==> config.mk <==
export PLATFORM = sky130hd
export DESIGN_NAME = aurora_stream_gen
export DESIGN_NICKNAME = d
export VERILOG_FILES = /design/src/rtl/aurora_gen_pkg.sv /design/src/rtl/aurora_gen_lfsr16.sv /design/src/rtl/aurora_stream_gen.sv
export SDC_FILE = /design/constraint.sdc
export NUM_CORES = 1
export LEC_CHECK = 0
export CAP_MARGIN = 20
export CORE_ASPECT_RATIO = 0.7
export CORE_MARGIN = 4
export CORE_UTILIZATION = 34
export CTS_CLUSTER_SIZE = 16
export DETAILED_ROUTE_END_ITERATION = 6
export HOLD_SLACK_MARGIN = 0.1
export REMOVE_ABC_BUFFERS = 1
export SYNTH_ARGS = -nofsm -noshare
export SYNTH_HDL_FRONTEND = slang
export SYNTH_SLANG_ARGS = --single-unit
==> constraint.sdc <==
create_clock -name USER_CLK -period 4.2 [get_ports USER_CLK]
set_clock_uncertainty 0.2 [all_clocks]
set_input_delay 0.84 -clock USER_CLK [delete_from_list [all_inputs] [get_ports USER_CLK]]
set_output_delay 0.84 -clock USER_CLK [all_outputs]
set_load 0.01 [all_outputs]
==> src/rtl/aurora_gen_pkg.sv <==
// aurora_gen_pkg: shared types and constants for the aurora_201 stream
// generator and the LFSR sub-module it shares with the RX checker.
package aurora_gen_pkg;

    typedef enum logic [1:0] {
        IDLE    = 2'd0,
        HEADER  = 2'd1,
        PAYLOAD = 2'd2,
        GAP     = 2'd3
    } gen_state_t;

    localparam logic [7:0]  HDR_MARKER        = 8'hA5;
    // x^16 + x^15 + x^13 + x^4 + 1 -> state bits 15, 14, 12, 3
    localparam logic [15:0] LFSR_TAPS         = 16'hD008;
    localparam logic [15:0] LFSR_DEFAULT_SEED = 16'hACE1;

    // One Fibonacci step: feedback enters at bit 0, state moves toward bit 15.
    function automatic logic [15:0] lfsr_next(input logic [15:0] cur);
        return {cur[14:0], ^(cur & LFSR_TAPS)};
    endfunction

endpackage

==> src/rtl/aurora_gen_lfsr16.sv <==
// aurora_gen_lfsr16: 16-bit payload LFSR with synchronous seed load and
// advance enable. Load wins over advance.
module aurora_gen_lfsr16
    import aurora_gen_pkg::*;
#(
    parameter logic [15:0] SEED = LFSR_DEFAULT_SEED
) (
    input  logic        USER_CLK,
    input  logic        RESET,
    input  logic        load,
    input  logic        advance,
    output logic [15:0] lfsr_state
);

    logic [15:0] state_q;

    // State register: seed on reset or load, one step per advance.
    always_ff @(posedge USER_CLK) begin
        if (!RESET) begin
            state_q <= SEED;
        end else if (load) begin
            state_q <= SEED;
        end else if (advance) begin
            state_q <= lfsr_next(state_q);
        end
    end

    assign lfsr_state = state_q;

endmodule

==> src/rtl/aurora_stream_gen.sv <==
// aurora_stream_gen: framed burst source for the aurora_201 TX stream.
// Each burst is a header {A5, len_m1} followed by len_m1+1 LFSR words,
// then IDLE_GAP idle cycles. All outputs are registered.
// Optional build macro AURORA_GEN_ERR_INJECT_EN adds INJECT_ERR, which
// flips TX_D[15] (the LSB, port is [0:15]) of the next accepted payload word.
//
// state   | meaning
// IDLE    | no traffic; waits for CHANNEL_UP and ENABLE
// HEADER  | header word presented
// PAYLOAD | LFSR words presented, cnt_q = payload index
// GAP     | idle cycles between bursts, cnt_q = gap cycle
module aurora_stream_gen
    import aurora_gen_pkg::*;
#(
    parameter int unsigned IDLE_GAP  = 4,
    parameter logic [15:0] LFSR_SEED = LFSR_DEFAULT_SEED
) (
    input  logic        USER_CLK,
    input  logic        RESET,
    input  logic        CHANNEL_UP,
    input  logic        ENABLE,
    input  logic [0:7]  BURST_LEN,
    output logic [0:15] TX_D,
    output logic        TX_SRC_RDY,
    input  logic        TX_DST_RDY,
    output logic        BUSY,
    output logic [31:0] WORD_COUNT,
    output logic [15:0] BURST_COUNT
`ifdef AURORA_GEN_ERR_INJECT_EN
    ,
    input  logic        INJECT_ERR
`endif
);

    localparam bit         NO_GAP   = (IDLE_GAP == 0);
    localparam logic [7:0] GAP_LAST = (IDLE_GAP == 0) ? 8'd0 : 8'(IDLE_GAP - 1);

    gen_state_t  state_q, state_d;
    logic [15:0] tx_d_q, tx_d_d;
    logic        src_rdy_q, src_rdy_d;
    logic        busy_q;
    logic [7:0]  len_q, len_d;
    logic [7:0]  cnt_q, cnt_d;
    logic [31:0] word_cnt_q;
    logic [15:0] burst_cnt_q;
    logic [7:0]  burst_len_in;
    logic        accept;
    logic        last_pay;
    logic        lfsr_load, lfsr_adv;
    logic [15:0] lfsr_state;
    logic        load_pay;
    logic [15:0] pay_word;

`ifdef AURORA_GEN_ERR_INJECT_EN
    logic armed_q, armed_d;
    logic flip_q, flip_d;
    logic inj_new;
`endif

    assign burst_len_in = BURST_LEN;
    assign accept       = src_rdy_q & TX_DST_RDY;
    assign last_pay     = (state_q == PAYLOAD) && (cnt_q == len_q);

    aurora_gen_lfsr16 #(
        .SEED(LFSR_SEED)
    ) u_lfsr (
        .USER_CLK   (USER_CLK),
        .RESET      (RESET),
        .load       (lfsr_load),
        .advance    (lfsr_adv),
        .lfsr_state (lfsr_state)
    );

    // Next-state and next-output decode; a channel drop overrides every state.
    always_comb begin
        state_d   = state_q;
        tx_d_d    = tx_d_q;
        src_rdy_d = src_rdy_q;
        len_d     = len_q;
        cnt_d     = cnt_q;
        lfsr_load = 1'b0;
        lfsr_adv  = 1'b0;
        load_pay  = 1'b0;
        pay_word  = lfsr_state;

        if (!CHANNEL_UP) begin
            state_d   = IDLE;
            src_rdy_d = 1'b0;
            lfsr_load = 1'b1;
        end else begin
            unique case (state_q)
                IDLE: begin
                    if (ENABLE) begin
                        state_d   = HEADER;
                        len_d     = burst_len_in;
                        tx_d_d    = {HDR_MARKER, burst_len_in};
                        src_rdy_d = 1'b1;
                    end
                end
                HEADER: begin
                    if (accept) begin
                        state_d  = PAYLOAD;
                        cnt_d    = 8'd0;
                        load_pay = 1'b1;
                        pay_word = lfsr_state;
                    end
                end
                PAYLOAD: begin
                    if (accept) begin
                        lfsr_adv = 1'b1;
                        if (cnt_q == len_q) begin
                            if (NO_GAP && ENABLE) begin
                                state_d = HEADER;
                                len_d   = burst_len_in;
                                tx_d_d  = {HDR_MARKER, burst_len_in};
                            end else if (NO_GAP) begin
                                state_d   = IDLE;
                                src_rdy_d = 1'b0;
                            end else begin
                                state_d   = GAP;
                                cnt_d     = 8'd0;
                                src_rdy_d = 1'b0;
                            end
                        end else begin
                            cnt_d    = cnt_q + 8'd1;
                            load_pay = 1'b1;
                            pay_word = lfsr_next(lfsr_state);
                        end
                    end
                end
                GAP: begin
                    if (cnt_q == GAP_LAST) begin
                        if (ENABLE) begin
                            state_d   = HEADER;
                            len_d     = burst_len_in;
                            tx_d_d    = {HDR_MARKER, burst_len_in};
                            src_rdy_d = 1'b1;
                        end else begin
                            state_d = IDLE;
                        end
                    end else begin
                        cnt_d = cnt_q + 8'd1;
                    end
                end
                default: begin
                    state_d   = IDLE;
                    src_rdy_d = 1'b0;
                end
            endcase
        end

        if (load_pay) begin
            tx_d_d = pay_word;
        end

`ifdef AURORA_GEN_ERR_INJECT_EN
        // A pulse is ignored while one is armed or a flipped word is in flight.
        inj_new = INJECT_ERR & ~armed_q & ~flip_q;
        armed_d = armed_q | inj_new;
        flip_d  = flip_q;
        if (!CHANNEL_UP) begin
            // an abandoned flipped word was never accepted, so stay armed
            armed_d = armed_q | flip_q | inj_new;
            flip_d  = 1'b0;
        end else if (load_pay) begin
            flip_d  = armed_d;
            armed_d = 1'b0;
            if (flip_d) begin
                tx_d_d[0] = ~tx_d_d[0];
            end
        end else if (accept) begin
            flip_d = 1'b0;
        end
`endif
    end

    // State and registered outputs.
    always_ff @(posedge USER_CLK) begin
        if (!RESET) begin
            state_q   <= IDLE;
            tx_d_q    <= 16'h0000;
            src_rdy_q <= 1'b0;
            busy_q    <= 1'b0;
            len_q     <= 8'd0;
            cnt_q     <= 8'd0;
        end else begin
            state_q   <= state_d;
            tx_d_q    <= tx_d_d;
            src_rdy_q <= src_rdy_d;
            busy_q    <= (state_d != IDLE);
            len_q     <= len_d;
            cnt_q     <= cnt_d;
        end
    end

    // Word and burst counters; a transfer during a channel drop is abandoned.
    always_ff @(posedge USER_CLK) begin
        if (!RESET) begin
            word_cnt_q  <= 32'd0;
            burst_cnt_q <= 16'd0;
        end else if (CHANNEL_UP && accept) begin
            word_cnt_q <= word_cnt_q + 32'd1;
            if (last_pay) begin
                burst_cnt_q <= burst_cnt_q + 16'd1;
            end
        end
    end

`ifdef AURORA_GEN_ERR_INJECT_EN
    // Error-inject arm flag and marker for a corrupted word on the bus.
    always_ff @(posedge USER_CLK) begin
        if (!RESET) begin
            armed_q <= 1'b0;
            flip_q  <= 1'b0;
        end else begin
            armed_q <= armed_d;
            flip_q  <= flip_d;
        end
    end
`endif

    assign TX_D        = tx_d_q;
    assign TX_SRC_RDY  = src_rdy_q;
    assign BUSY        = busy_q;
    assign WORD_COUNT  = word_cnt_q;
    assign BURST_COUNT = burst_cnt_q;

endmodule
==> results.ini, run 1 <==
[floorplanning]
core_area_um2=13100
num_rows=35
dieArea_um2=15300
die_x_um=146
die_h_um=105
io_pins=79
initial_core_util=0.347

[setup_path]
path_common_cell=and3_1
critical_path.cell_chain=clkdlybuf4s50_1 -> and3_1 -> and2_4 -> and3_1 -> nand4_4 -> or3_1 -> a21oi_1
max_stage_delay_ps=590
worstPathArrival_ps=3200
crit_buf_inv=1
critPathTopFamily=simple AND/OR/NAND/NOR gates
cp.required_ps=4270
start_kind=input port
critPathSlowestCell=clkdlybuf4s50_1
endpoint_kind=register
critPathMaxFanout=15
worstSetupPathType=in -> reg

[run_status]
outcome=finished, final reports clean

[synthesis]
ys_seq_elements=100
yosysSeqAreaShare=0.440
netlist.area_leader.share=0.440
ys.warnings.count=0
synth_edf_count=0
async_flop_share=0
synthTopCellsByArea=dfxtp_1, xor2_1, mux2i_1
syn_area_um2=4550
ys_types=45
synth_largest_area_cell=dfxtp_1
syn_avg_cell_area_um2=9.28
synth_ff_type=dfxtp_1
syn-instance-count=491

[cells_and_area]
layout_common_cells=dfxtp_1, clkdlybuf4s50_1, nor2_1
num-nets-final=586
drive_above_1_share=0.0826
stdcell_area_um2=5770
area_growth_pct=26.6
layout_commonest_cell=dfxtp_1
n_antenna_cell=0

[place]
dpl_cell_area_um2=5470
place_congestion=0.803
portBuffers=78
hpwl_um=7980

[clocking]
cts-htree-levels=3
cts_tree=yes
root_buffer=clkbuf_16
clkLatencyLatePin_ps=340
postCtsSetupRepairBufs=0
numCtsBuffers=9
cts_buffer_depth=2
cts.clk_slew.worst_paths_ps=70
cts_sinks=100
cts_hold_buf=0
cts_resized=0

[global_routing]
gr-total-overflow=0
grt_pass1_wl_um=18900
grt_max_degree=33
grt_antenna_before_repair=0
grt_pass1_vias=3691
track_usage=0.148

[worst_hold_path]
hold_class=reg -> reg

[drt]
viasPerCell=5.11
routed-via-count=3759
wirelength_um=11100
first_pass_iters=4
antenna_left=0
drc=0
avgRoutedWirePerCell_um=15.1
drt_iter0_drc=208

[power]
ir_drop_uv=197
power_leakage_nw=2.09
p_per_area_nw_per_um2=330

[sta]
clock.fmax_ghz=0.320
setup-violations-final=0
worst_slew_pin_slew_ps=830
final_hold_viol_count=0
period_needed_ps=3130
setup_tns_ps=0
slew_violations=0
maxSlewHeadroom=0.446
rsz0062_at_grt=false
finalCritPeriodShare=0.745

[job]
maxCapViolCount=0

synthesized netlist by cell type (2+ instances only):
master,n
and3_1,8
o221a_2,8
mux2_2,8
xor2_1,41
nor4_1,2
o31ai_1,5
nor2b_1,4
nor2_1,58
buf_2,2
dfxtp_1,100
o21ai_0,28
xnor2_1,11
mux2i_1,22
buf_6,4
inv_1,9
buf_4,2
a21oi_1,31
nand2_1,36
ha_1,8
clkbuf_1,13
a221o_1,8
and2_1,3
or3_1,11
a31oi_1,5
nor4_2,2
nand3_1,23
nand4_1,14
and4_1,8
final cells by class:
| type | instances | area [um^2] |
|---|---|---|
| clock buffer | 11 | 243 |
| inverter | 9 | 33.8 |
| tap | 166 | 208 |
| fill | 1236 | 7370 |
| multi-input combinational | 360 | 2400 |
| timing repair buffer | 85 | 833 |
| sequential | 100 | 2000 |
| clock inverter | 4 | 50.0 |
sequential cells by signal, indices dropped and copies added, names as in the netlist, 2 cells and up:
register           count
BURST_COUNT           16
TX_D                  16
WORD_COUNT            32
u_lfsr.lfsr_state     16
len_q                  8
state_q                2
cnt_q                  8
worst min-delay path, delay by kind of cell (launching register included):
kind | cells | cell delay [ps]
AOI/OAI and AO/OA | 2 | 130
DFF | 1 | 330
final timing paths:
path                               start                            to  cells after the start  slack, ps
max                           TX_DST_RDY  BURST_COUNT[15]$_SDFFE_PN0P_                      7       1070
min          WORD_COUNT[16]$_SDFFE_PN0P_   WORD_COUNT[16]$_SDFFE_PN0P_                      2        300
max reg2reg        cnt_q[3]$_SDFFE_PN0P_         TX_D[12]$_SDFFE_PN0P_                      6       1510
min reg2reg  WORD_COUNT[16]$_SDFFE_PN0P_   WORD_COUNT[16]$_SDFFE_PN0P_                      2        300
report_power, final:
| group | switching [mW] | leakage, nW | internal (mW) |
|---|---|---|---|
| clock network | 0.354 | 0.138 | 0.474 |
| registers | 0.00877 | 0.809 | 0.960 |
| logic | 0.0576 | 1.15 | 0.0491 |
stage by stage:
| stage | total power, mW | hold slack, ps | util | setup slack [ps] | std cells |
|---|---|---|---|---|---|
| 6_report | 1.90 | 301 | 0.439 | 1070 | 735 |
| 2_1_floorplan | 1.04 | 274 | - | 1590 | 469 |
| 3_3_place_gp | 1.10 | 286 | 0.417 | 810 | 720 |
| 5_1_grt | 1.97 | 329 | 0.439 | 855 | 735 |
| 4_1_cts | 1.93 | 305 | 0.439 | 1080 | 735 |
| 3_5_place_dp | 1.10 | 297 | 0.417 | 715 | 720 |
kinds of logic after synthesis:
| logic type | count (synthesis) | share of synthesized area |
|---|---|---|
| adder cells (fa/ha/maj) | 8 | 0.0220 |
| AO/OA/AOI/OAI | 94 | 0.134 |
| XOR/XNOR | 52 | 0.100 |
| AND/OR/NAND/NOR | 176 | 0.202 |
| buffers and inverters | 31 | 0.0343 |
| flip-flops | 100 | 0.440 |
| multiplexers | 30 | 0.0681 |
metal layers:
layer	part of all wire	vias up	GRT usage	wire length, um
li1	-	1899	-	-
met1	0.52	1756	0.214	5710
met2	0.41	93	0.217	4600
met3	0.059	11	0.0429	656
met4	0.010	0	0.0349	113
met5	0	-	0	0
No activity file was read; power rests on OpenSTA's default activity.
==> inputs of run 2 (changes only) <==
==> constraint.sdc (replaced) <==
create_clock -name USER_CLK -period 2.7 [get_ports USER_CLK]
set_clock_uncertainty 0.2 [all_clocks]
set_input_delay 0.54 -clock USER_CLK [delete_from_list [all_inputs] [get_ports USER_CLK]]
set_output_delay 0.54 -clock USER_CLK [all_outputs]
set_load 0.01 [all_outputs]
==> results.ini, run 2 (synthesis results as in run 1) <==
[cells_and_area]
drive_above_1_share=0.103  ; was 0.0826
num-nets-final=598  ; was 586
layout_common_cells=dfxtp_1, clkdlybuf4s50_1, nor2_1  ; unchanged
utilization=0.450  ; was 0.439
n_antenna_cell=0  ; unchanged
largest_reg_flops=32  ; unchanged
layout_commonest_cell=dfxtp_1  ; unchanged
area_growth_pct=29.9  ; was 26.6%

[setup_path]
max_stage_delay_ps=430  ; was 590 ps
critPathSlowestCell=nor4_1  ; was clkdlybuf4s50_1
worstSetupPathType=reg -> reg  ; was in -> reg
crit_buf_inv=0  ; was 1
worstPathArrival_ps=2490  ; was 3200 ps
endpoint_kind=register  ; unchanged
critical_path.cell_chain=nor4_1 -> and4_1 -> o211a_2 -> mux2_2 -> o21ai_0 -> a21oi_1  ; was clkdlybuf4s50_1 -> and3_1 -> and2_4 -> and3_1 -> nand4_4 -> or3_1 -> a21oi_1
timing.reg2reg.setup_slack_ps=230  ; was 1510 ps
r2r_end=TX_D[11]$_SDFFE_PN0P_  ; was TX_D[12]$_SDFFE_PN0P_
path_depth=6  ; was 7
crit_start=cnt_q[3]$_SDFFE_PN0P_  ; was TX_DST_RDY
crit_end=TX_D[11]$_SDFFE_PN0P_  ; was BURST_COUNT[15]$_SDFFE_PN0P_
reg2reg_depth=6  ; unchanged
r2r_start=cnt_q[3]$_SDFFE_PN0P_  ; unchanged
start_kind=register  ; was input port
critPathTopFamily=simple AND/OR/NAND/NOR gates  ; unchanged
cp.required_ps=2720  ; was 4270 ps
critPathMaxFanout=11  ; was 15

[clocking]
cts_buffer_depth=2  ; unchanged
cts_resized=0  ; unchanged
clkLatencyLatePin_ps=340  ; about the same
cts_hold_buf=0  ; unchanged
cts_tree=yes  ; unchanged
root_buffer=clkbuf_16  ; unchanged
numCtsBuffers=9  ; unchanged
cts-htree-levels=3  ; unchanged
cts.clk_slew.worst_paths_ps=70  ; about the same
cts_sinks=100  ; unchanged
postCtsSetupRepairBufs=0  ; unchanged

[power]
power_leakage_nw=2.17  ; was 2.09 nW
intPower_mw=2.38  ; was 1.48 mW
swShare=0.217  ; was 0.221
ir_drop_uv=348  ; was 197 uV
power_switching_uw=659  ; was 421 uW
p_seq_frac=0.496  ; was 0.509
p_clk_frac=0.448  ; was 0.435
totalPowerFinal_mw=3.04  ; was 1.90 mW
combPwrFrac=0.056  ; about the same
p_per_area_nw_per_um2=514  ; was 330 nW/um^2

[drt]
viasPerCell=5.09  ; was 5.11
avgRoutedWirePerCell_um=15.1  ; about the same
drc=0  ; unchanged
wirelength_um=11300  ; was 11100 um
first_pass_iters=4  ; unchanged
antenna_left=0  ; unchanged
drt_iter0_drc=187  ; was 208
routed-via-count=3805  ; was 3759

[sta]
rsz0062_at_grt=false  ; unchanged
setup-violations-final=0  ; unchanged
slew_violations=0  ; unchanged
hold_ws_ps=311  ; was 301 ps
finalCritPeriodShare=0.915
maxSlewHeadroom=0.674  ; was 0.446
worst_slew_pin_slew_ps=486  ; was 830 ps
period_needed_ps=2470
setup_tns_ps=0  ; unchanged
final_hold_viol_count=0  ; unchanged
clock.fmax_ghz=0.405

[global_routing]
track_usage=0.150  ; was 0.148
grt_pass1_vias=3886  ; was 3691
grt_max_degree=48  ; was 33
grt_antenna_before_repair=1  ; was 0
grt_pass1_wl_um=19100  ; was 18900 um
gr-total-overflow=0  ; unchanged

[place]
place_congestion=0.785  ; was 0.803
portBuffers=78  ; unchanged
hpwl_um=8280  ; was 7980 um

[floorplanning]
initial_core_util=0.347  ; unchanged
dieArea_um2=15300  ; unchanged
die_h_um=105  ; unchanged
die_x_um=146  ; unchanged
core_area_um2=13100  ; unchanged
io_pins=79  ; unchanged
num_rows=35  ; unchanged

[job]
maxCapViolCount=0  ; unchanged

[run_status]
outcome=finished, final reports clean  ; unchanged

[worst_hold_path]
hold_class=reg -> reg  ; unchanged

run 2: cell count changes in the layout (fill, tap and decap cells not counted), sizes merged:
cell,before,now
buf,7,19
clkbuf,11,9
bufinv,1,2
inv,9,10
run 2: power by group through the flow:
| stage | Combinational [mW] | Sequential [mW] | Clock [mW] |
|---|---|---|---|
| 6_report | 0.172 | 1.51 | 1.36 |
| 2_1_floorplan | 0.0801 | 1.54 | 0 |
| 5_1_grt | 0.188 | 1.51 | 1.46 |
| 4_1_cts | 0.173 | 1.51 | 1.40 |
| 3_5_place_dp | 0.172 | 1.54 | 0 |
| 3_3_place_gp | 0.170 | 1.54 | 0 |
run 2: per-layer routing:
metal	share of wire	vias to the layer above	GRT usage	routed length, um
met4	0.012	2	0.0477	136
met2	0.43	77	0.228	4810
met3	0.046	10	0.0433	517
met5	0.0012	-	0	13
li1	-	1919	-	-
met1	0.51	1797	0.206	5800
run 2: per-stage QoR:
stage,area [um^2],setup WS (ps),std cells
final,5910,231,747
after CTS,5910,228,747
after floorplan,4430,350,469
after global placement,5600,58.2,732
after global routing,5910,15.0,747
after detailed placement,5600,-24.1,732
run 2: worst min-delay path by stage:
stage	start	slack, ps	cells past startpoint	to
global route	u_lfsr.lfsr_state[11]$_SDFFE_PN1P_	350	2	TX_D[3]$_SDFFE_PN0P_
global placement	BURST_COUNT[15]$_SDFFE_PN0P_	280	2	BURST_COUNT[15]$_SDFFE_PN0P_
finish	u_lfsr.lfsr_state[11]$_SDFFE_PN1P_	310	2	TX_D[4]$_SDFFE_PN0P_
floorplan	u_lfsr.lfsr_state[9]$_SDFFE_PN0P_	270	2	TX_D[6]$_SDFFE_PN0P_
detailed placement	BURST_COUNT[13]$_SDFFE_PN0P_	300	2	BURST_COUNT[13]$_SDFFE_PN0P_
CTS	u_lfsr.lfsr_state[9]$_SDFFE_PN0P_	310	2	TX_D[6]$_SDFFE_PN0P_
run 2: worst register-to-register path, cell delays in order (launching register included):
cell and delay [ps]:
dfxtp_1 380, nor4_1 430, and4_1 350, o211a_2 400, mux2_2 380, o21ai_0 160, a21oi_1 60
run 2: final cells by class:
| type | instances | area, um^2 |
|---|---|---|
| Sequential cell | 100 | 2000 |
| Tap cell | 166 | 208 |
| Clock buffer | 9 | 225 |
| Clock inverter | 6 | 88.8 |
| Fill cell | 1285 | 7220 |
| Multi-Input combinational cell | 360 | 2400 |
| Inverter | 9 | 33.8 |
| Timing Repair Buffer | 97 | 961 |
